[config.mk]
export PLATFORM = sky130hd
export DESIGN_NAME = weight_tile_loader
export DESIGN_NICKNAME = d
export VERILOG_FILES = /design/src/rtl/weight_tile_loader.sv
export SDC_FILE = /design/constraint.sdc
export NUM_CORES = 1
export LEC_CHECK = 0
export ABC_CLOCK_PERIOD_IN_PS = 6200
export CAP_MARGIN = 20
export CORE_MARGIN = 2
export CORE_UTILIZATION = 45
export CTS_CLUSTER_DIAMETER = 80
export DETAILED_ROUTE_END_ITERATION = 10
export GPL_ROUTABILITY_DRIVEN = 0
export GPL_TIMING_DRIVEN = 0
export PLACE_DENSITY = 0.71
export SETUP_SLACK_MARGIN = 0.3
export SKIP_LAST_GASP = 1
export SLEW_MARGIN = 0
export SYNTH_ARGS = -nofsm -noshare
export SYNTH_HDL_FRONTEND = slang
export SYNTH_SLANG_ARGS = --single-unit
[constraint.sdc]
create_clock -name clk -period 6.2 [get_ports clk]
set_input_delay 0.93 -clock clk [delete_from_list [all_inputs] [get_ports clk]]
set_output_delay 0.93 -clock clk [all_outputs]
set_load 0.02 [all_outputs]
[src/rtl/weight_tile_loader.sv]
// -----------------------------------------------------------------------------
// weight_tile_loader
//
// Fetches one complete weight buffer from memory and writes it into a target
// buffer, one tile at a time. Each tile is assembled from BEATS single-beat
// reads, with the first beat placed in the least significant bits. Beat
// addresses increase by MEM_DATA_WIDTH/8 bytes and wrap modulo 2^ADDR_WIDTH.
// Only one memory request is ever outstanding.
//
// Ports:
//   clk, reset_n        clock, asynchronous active-low reset
//   start               one-cycle load command (ignored while busy)
//   base_addr           byte address of the first beat
//   dest_buffer         target buffer index, latched on start
//   busy                load in progress (any state other than IDLE)
//   done                one-cycle completion pulse
//   error               sticky protocol error: unexpected mem_rvalid or
//                       writing_done; cleared by reset or an accepted start
//   mem_req / mem_addr  read request and byte address, held until mem_gnt
//   mem_gnt             request accepted
//   mem_rvalid/mem_rdata read data return
//   write_enable        one-cycle tile write strobe
//   write_data          assembled tile
//   write_buffer        buffer index for the write
//   writing_done        buffer reports that the last tile is stored
// -----------------------------------------------------------------------------
module weight_tile_loader #(
    parameter int BUFFER_WIDTH   = 1024,
    parameter int BUFFER_COUNT   = 2,
    parameter int TILE_WIDTH     = 256,
    parameter int MEM_DATA_WIDTH = 64,
    parameter int ADDR_WIDTH     = 24
) (
    input  logic                            clk,
    input  logic                            reset_n,
    input  logic                            start,
    input  logic [ADDR_WIDTH-1:0]           base_addr,
    input  logic [$clog2(BUFFER_COUNT)-1:0] dest_buffer,
    output logic                            busy,
    output logic                            done,
    output logic                            error,
    output logic                            mem_req,
    output logic [ADDR_WIDTH-1:0]           mem_addr,
    input  logic                            mem_gnt,
    input  logic                            mem_rvalid,
    input  logic [MEM_DATA_WIDTH-1:0]       mem_rdata,
    output logic                            write_enable,
    output logic [TILE_WIDTH-1:0]           write_data,
    output logic [$clog2(BUFFER_COUNT)-1:0] write_buffer,
    input  logic                            writing_done
);

    localparam int BEATS  = TILE_WIDTH / MEM_DATA_WIDTH;
    localparam int TILES  = BUFFER_WIDTH / TILE_WIDTH;
    localparam int BEAT_W = (BEATS > 1) ? $clog2(BEATS) : 1;
    localparam int TILE_W = (TILES > 1) ? $clog2(TILES) : 1;
    localparam int BUF_W  = $clog2(BUFFER_COUNT);

    localparam logic [BEAT_W-1:0]     LAST_BEAT = BEAT_W'(BEATS - 1);
    localparam logic [TILE_W-1:0]     LAST_TILE = TILE_W'(TILES - 1);
    localparam logic [ADDR_WIDTH-1:0] ADDR_STEP = ADDR_WIDTH'(MEM_DATA_WIDTH / 8);

    // Reject geometries that do not divide into whole beats and tiles.
    if ((BEATS < 1) || (TILES < 1) ||
        ((TILE_WIDTH % MEM_DATA_WIDTH) != 0) ||
        ((BUFFER_WIDTH % TILE_WIDTH) != 0) ||
        ((MEM_DATA_WIDTH % 8) != 0) ||
        (BUFFER_COUNT < 2)) begin : g_param_check
        $error("weight_tile_loader: illegal parameter combination");
    end

    typedef enum logic [2:0] {
        ST_IDLE      = 3'd0,
        ST_REQ       = 3'd1,
        ST_WAIT_DATA = 3'd2,
        ST_WRITE     = 3'd3,
        ST_WAIT_DONE = 3'd4
    } state_t;

    state_t                  state_r;
    logic [BEAT_W-1:0]       beat_r;
    logic [TILE_W-1:0]       tile_r;
    logic [TILE_WIDTH-1:0]   asm_r;
    logic [TILE_WIDTH-1:0]   asm_next_s;
    logic [ADDR_WIDTH-1:0]   addr_r;
    logic                    mem_req_r;
    logic                    write_enable_r;
    logic [TILE_WIDTH-1:0]   write_data_r;
    logic [BUF_W-1:0]        write_buffer_r;
    logic                    done_r;
    logic                    error_r;
    logic                    spurious_s;

    // Tile under assembly with the current beat merged in at its slot.
    always_comb begin
        asm_next_s = asm_r;
        asm_next_s[int'(beat_r) * MEM_DATA_WIDTH +: MEM_DATA_WIDTH] = mem_rdata;
    end

    // Protocol events that arrive in a state that does not expect them.
    always_comb begin
        if (((mem_rvalid == 1'b1) && (state_r != ST_WAIT_DATA)) ||
            ((writing_done == 1'b1) && (state_r != ST_WAIT_DONE))) begin
            spurious_s = 1'b1;
        end else begin
            spurious_s = 1'b0;
        end
    end

    // Load sequencer: state, counters, address, assembly and all outputs.
    always_ff @(posedge clk or negedge reset_n) begin
        if (!reset_n) begin
            state_r        <= ST_IDLE;
            beat_r         <= '0;
            tile_r         <= '0;
            asm_r          <= '0;
            addr_r         <= '0;
            mem_req_r      <= 1'b0;
            write_enable_r <= 1'b0;
            write_data_r   <= '0;
            write_buffer_r <= '0;
            done_r         <= 1'b0;
            error_r        <= 1'b0;
        end else begin
            done_r         <= 1'b0;
            write_enable_r <= 1'b0;
            if (spurious_s) begin
                error_r <= 1'b1;
            end else begin
                error_r <= error_r;
            end

            case (state_r)
                ST_IDLE: begin
                    if (start) begin
                        addr_r         <= base_addr;
                        write_buffer_r <= dest_buffer;
                        beat_r         <= '0;
                        tile_r         <= '0;
                        // An accepted start clears the error unless a new
                        // spurious event lands in this very cycle.
                        error_r        <= spurious_s;
                        mem_req_r      <= 1'b1;
                        state_r        <= ST_REQ;
                    end else begin
                        state_r <= ST_IDLE;
                    end
                end

                ST_REQ: begin
                    if (mem_gnt) begin
                        mem_req_r <= 1'b0;
                        state_r   <= ST_WAIT_DATA;
                    end else begin
                        mem_req_r <= 1'b1;
                        state_r   <= ST_REQ;
                    end
                end

                ST_WAIT_DATA: begin
                    if (mem_rvalid) begin
                        asm_r  <= asm_next_s;
                        addr_r <= addr_r + ADDR_STEP;
                        if (beat_r == LAST_BEAT) begin
                            beat_r         <= '0;
                            write_enable_r <= 1'b1;
                            write_data_r   <= asm_next_s;
                            state_r        <= ST_WRITE;
                        end else begin
                            beat_r    <= beat_r + BEAT_W'(1);
                            mem_req_r <= 1'b1;
                            state_r   <= ST_REQ;
                        end
                    end else begin
                        state_r <= ST_WAIT_DATA;
                    end
                end

                ST_WRITE: begin
                    if (tile_r == LAST_TILE) begin
                        state_r <= ST_WAIT_DONE;
                    end else begin
                        tile_r    <= tile_r + TILE_W'(1);
                        mem_req_r <= 1'b1;
                        state_r   <= ST_REQ;
                    end
                end

                ST_WAIT_DONE: begin
                    if (writing_done) begin
                        done_r  <= 1'b1;
                        state_r <= ST_IDLE;
                    end else begin
                        state_r <= ST_WAIT_DONE;
                    end
                end

                default: begin
                    mem_req_r <= 1'b0;
                    state_r   <= ST_IDLE;
                end
            endcase
        end
    end

    assign busy         = (state_r != ST_IDLE);
    assign done         = done_r;
    assign error        = error_r;
    assign mem_req      = mem_req_r;
    assign mem_addr     = addr_r;
    assign write_enable = write_enable_r;
    assign write_data   = write_data_r;
    assign write_buffer = write_buffer_r;

endmodule
### Yosys cells after proc, flatten, opt, wreduce, memory -nomap -nowiden

Index checks and enable logic that the tools add are counted.

* add/subtract/negate cells: 4
* multipliers: 0
* divide/modulo/power cells: 0
* magnitude comparators: 0
* eq/ne operators: 12
* shifts and indexed selects: 2
* multiplexer cells: 32
* bitwise logic cells: 1
* reductions and logical operators: 13

Operators by type and width (number)
* 256-bit bitwise mux: 1
* 64-bit by 33-bit variable shift with 256-bit output, first input constant: 1
* 64-bit by 33-bit indexed part select with 256-bit output: 1
* 24-bit two-way mux: 2
* 24-bit one-hot mux with 2 select lines: 1
* 8-bit negation with 33-bit output: 1
* 24-bit by 4-bit adder with 24-bit output, second input constant: 1
* 1-bit two-way mux: 15
* 3-bit one-hot mux with 5 select lines: 1
* 2-bit two-way mux: 6
* 3-bit two-way mux: 3
* 3-bit AND reduction: 3
* 2-bit != test, second input constant: 4
* 2-bit one-hot mux with 2 select lines: 2
* 3-bit by 2-bit equality test with 1-bit output, second input constant: 2
* 1-bit one-hot mux with 5 select lines: 1
* 5-bit AND reduction: 1
* 2-bit by 1-bit adder with 2-bit output, second input constant: 2
* 2-bit equality test, second input constant: 2
* 2-bit AND reduction: 2
* 2-bit nonzero test: 2
* 3-bit by 1-bit equality test with 1-bit output, second input constant: 1
* 3-bit equality test, second input constant: 1
* 3-bit zero test: 1
* other kinds (6): 7

* register bits after elaboration: 548
* bits in latches: 0
* RAM bits: 0
* ROM bits: 0
* bits of input ports: 95
* output and inout bits: 286
* logic and storage cells: 75
* memories kept: 0

### Longest topological paths before layout

* depth in word-level cells: 7
* gate-level depth with buffers: 10
* gate-level depth less buffers: 6

### Worst setup path before layout

OpenSTA, ideal clock, no wires.

* path kind: register to register
* from: register beat_r[0]
* to: register asm_r[100]
* setup time: 121 ps
* arrival: 2067 ps
* data required time: 6079 ps
* slack: 4012 ps
* cell stages (with the launch flop): 11
* buffers on the path: 4
* period minus slack after synthesis: 2188 ps
* cell sequence: dfrtp_1 -> inv_1 -> ha_1 -> and4b_1 -> buf_2 -> nor2b_1 -> buf_2 -> and2_1 -> buf_6 -> buf_6 -> a22o_1

* cells in the longest elaborated chain, start to end: 3
* elaborated cells between the ends (all ways): 4
* classes of those cells: add/sub (1); shift (2); mux (1)

RTL lines
* start, declared: RTL line 81 `logic [BEAT_W-1:0] beat_r;`
* start signal, assigned: RTL line 170 `beat_r <= beat_r + BEAT_W'(1);`
* 8-bit negation with 33-bit output *: RTL line 97 `asm_next_s[int'(beat_r) * MEM_DATA_WIDTH +: MEM_DATA_WIDTH] = mem_rdata;`
* 64-bit by 33-bit indexed part select with 256-bit output / 64-bit by 33-bit variable shift with 256-bit output (equally long branches): RTL line 97
* 256-bit bitwise mux *: RTL line 97
* end signal, assigned: RTL line 162 `asm_r <= asm_next_s;`
* end, declared: RTL line 83 `logic [TILE_WIDTH-1:0] asm_r;`

Mark *: on every way between the ends. The rest lies on a longest branch, timed or not.
A chain may end at the register's enable or synchronous reset.

### Worst setup path in the final report

* from: register state_r[0]
* to: output port busy

* cells in the longest elaborated chain, start to end: 1

RTL lines
* start, declared: RTL line 80 `state_t state_r;`
* start signal, assigned: RTL line 113 `state_r <= ST_IDLE;`
* start signal, assigned: RTL line 144 `state_r <= ST_REQ;`
* start signal, assigned: RTL line 146 `state_r <= ST_IDLE;`
* 3-bit nonzero test: RTL line 206 `assign busy = (state_r != ST_IDLE);`
* end, declared: RTL line 39 `output logic busy,`

Every way passes these cells.

==> flow_metrics.tcl <==
set metrics [dict create \
    cts_setup_buffers 0 \
    nFillCells 4446 \
    fmax_mhz 314 \
    clk_latency_ns 0.61 \
    grt_max_degree 119 \
    grt_pass1_vias 19500 \
    dp_cells 3284 \
    setup_viol 0 \
    final_cells 3385 \
    ant_nets 0 \
    yosysMostFrequentCell "dfrtp_1" \
    p_comb_frac 0.342 \
    layout-area-overhead-vs-synth_pct 26.1 \
    min_path_type "input port to asynchronous set/reset pin" \
    period_needed_ns 3.19 \
    cp.arrival_ns 2.26 \
    synth.top_cell.area_share 0.583 \
    ys_warn_count 0 \
    fin_nets 2767 \
    syn_nets 2384 \
    cap_violations 0 \
    clock_sinks 548 \
    grt_first_pass_wirelength_mm 116 \
    wirelength_mm 76.3 \
    drv_slew 0 \
    hold_buffers 0 \
    multi_input_area_um2 8650 \
    die-area_um2 54100 \
    syn_area_um2 23500 \
    grt.total_usage 0.280 \
    swShare 0.353 \
    synthFlopType "dfrtp_1" \
    start_util 0.457 \
    post-route-period-util 0.514 \
    start_kind "flop" \
    cellLeakagePower_nw 13.6 \
    netlist_instances 2281 \
    cts-root-buf "clkbuf_16" \
    rsz0062_at_grt "false" \
    core_um2 51500 \
    htree_levels 2 \
    report.final.hold_viol_count 0 \
    worstPathRequired_ns 5.27 \
    drc 0 \
    p_per_area_nw_per_um2 439 \
    routed_via_density 5.78 \
    seq_power_share 0.388 \
    p_int_mw 8.42 \
    synthArstFlopShare 1.00 \
    clock_skew_ns 0.0199 \
    wire_per_inst_um 22.5 \
    num_antenna_cells 0 \
    drt-initial-drc-count 1769 \
    numPortBuffers 316 \
    ir_drop_mv 0.275 \
    synth.distinct_cells 53 \
    synth_seq_cells 548 \
    ys_top_cells_by_area "dfrtp_1 (58%), a21oi_1 (11%), a22o_1 (9.5%)" \
    cp_slowest_stage_delay_ns 0.54 \
    routed-via-count 19600 \
    syn_area_per_cell_um2 10.3 \
    yosysSeqAreaShare 0.583 \
    synth-edff-count 0 \
    yosysTopAreaCell "dfrtp_1" \
    synth_commonest_cells "dfrtp_1 (548), a21oi_1 (536), nor2_1 (264)" \
    path_max_fanout 10 \
    setup_tns_ns 0 \
    cp_slowest_cell "clkdlybuf4s50_1" \
    antenna_found_initial 1 \
    timing.slew.headroom 0.231 \
    clk_pin_slew_worst_paths_ns 0.06 \
    hold_ws_ns 0.275 \
    tightest_slew_ns 1.15 \
    endpoint_kind "output port" \
    hpwlAfterDp_mm 53.4 \
    rows 83 \
    grt-ovfl-total 0 \
    switching_power_mw 4.59 \
    criticalPathCategory "flop to output port" \
    die_w_um 233 \
    cts_resized 0 \
    rrSetupSlack_ns 3.18 \
    cts_made_buffers 57 \
    drtPass1Iterations 5 \
    drive_gt1_frac 0.0817 \
    ios 381 \
    cts.path.max_buffers 3 \
    seqCellArea_um2 13700 \
    die_height_um 233 \
    cts_tree "done" \
    cp_cell_sequence "clkbuf_1 > or3_1 > clkdlybuf4s50_1" \
    clockPowerShare 0.270 \
    status "completed" \
]
worst paths after layout:
path,start,end,cells after the start
setup / recovery,state_r[0]$_DFF_PN0_,busy,3
hold / removal,reset_n,write_data[161]$_DFFE_PN0P_,1
setup reg to reg,beat_r[0]$_DFFE_PN0P_,write_data[63]$_DFFE_PN0P_,7
hold reg to reg,error$_DFF_PN0_,error$_DFF_PN0_,2
max in group asynchronous,reset_n,write_data[58]$_DFFE_PN0P_,4
min in group clk,error$_DFF_PN0_,error$_DFF_PN0_,2
logic make-up after synthesis:
group	after synthesis	share of synthesized area
AOI/OAI and AO/OA	838	0.223
and+or+nand+nor	629	0.138
DFF	548	0.583
buffers and inverters	252	0.0492
adders and majority gates	8	0.00426
muxes	6	0.00277
critical path: cells and delay by family (launching register included):
family	cells	cell delay (ns)
buffers and inverters	2	0.77
flip-flops	1	0.45
AND/OR/NAND/NOR	1	0.41
per-stage QoR:
stage | power [mW] | worst slack, ns | area [µm²] | util
after floorplan | 7.32 | 4.01 | 23500 | -
after global placement | 9.39 | -19.36 | 27500 | 0.535
after detailed placement | 9.50 | 2.74 | 27700 | 0.538
after CTS | 13.0 | 2.74 | 29600 | 0.575
after global routing | 13.6 | 2.93 | 29600 | 0.576
final | 13.0 | 3.01 | 29600 | 0.576
cells in the final DEF (no fill, tap or decap), types with 3 or more instances in the layout:
cell and count:
a21oi_1 536, a22o_1 256, and2_1 7, and3_1 8
and4_1 3, buf_1 13, buf_16 5, buf_2 91
buf_6 12, buf_8 4, bufinv_16 3, clkbuf_1 136
clkbuf_16 59, clkbuf_8 20, clkdlybuf4s50_1 315, clkinv_2 10
dfrtp_1 548, ha_1 8, inv_1 5, mux2_2 4
nand2_1 32, nand3_1 15, nand3b_1 3, nand4_1 10
nor2_1 264, nor2b_1 260, nor3_1 5, nor4_1 3
o21ai_0 18, o22ai_1 6
cell type report:
class,instances,share of cell area
plain buffers,247,0.0384
clock buffers,86,0.0600
clock inverters,14,0.00502
inverters,5,0.000633
multi-input cells,1481,0.292
flip-flops and latches,548,0.463
well taps,680,0.0287
repair buffers,324,0.113
layer usage:
layer,share of wire,wire (µm),GRT usage,vias to the layer above
met5,0,0,0,-
met2,0.46,35400,0.441,844
met3,0.082,6260,0.0615,156
met4,0.037,2820,0.111,0
met1,0.42,31800,0.379,9830
li1,-,-,-,8735
power groups by stage:
stage / clock network, mW / logic, mW / registers, mW
2_1_floorplan: 0 / 1.67 / 5.65
3_3_place_gp: 0 / 4.32 / 5.07
3_5_place_dp: 0 / 4.41 / 5.08
4_1_cts: 3.55 / 4.44 / 5.04
5_1_grt: 3.71 / 4.78 / 5.13
6_report: 3.51 / 4.45 / 5.05
flip-flops by register name (all words and copies together) (netlist names):
signal / count
done: 1
mem_addr: 24
tile_r: 2
write_enable: 1
error: 1
asm_r: 256
write_buffer: 1
state_r: 3
write_data: 256
beat_r: 2
mem_req: 1
Power figures use the tool's default switching activity.
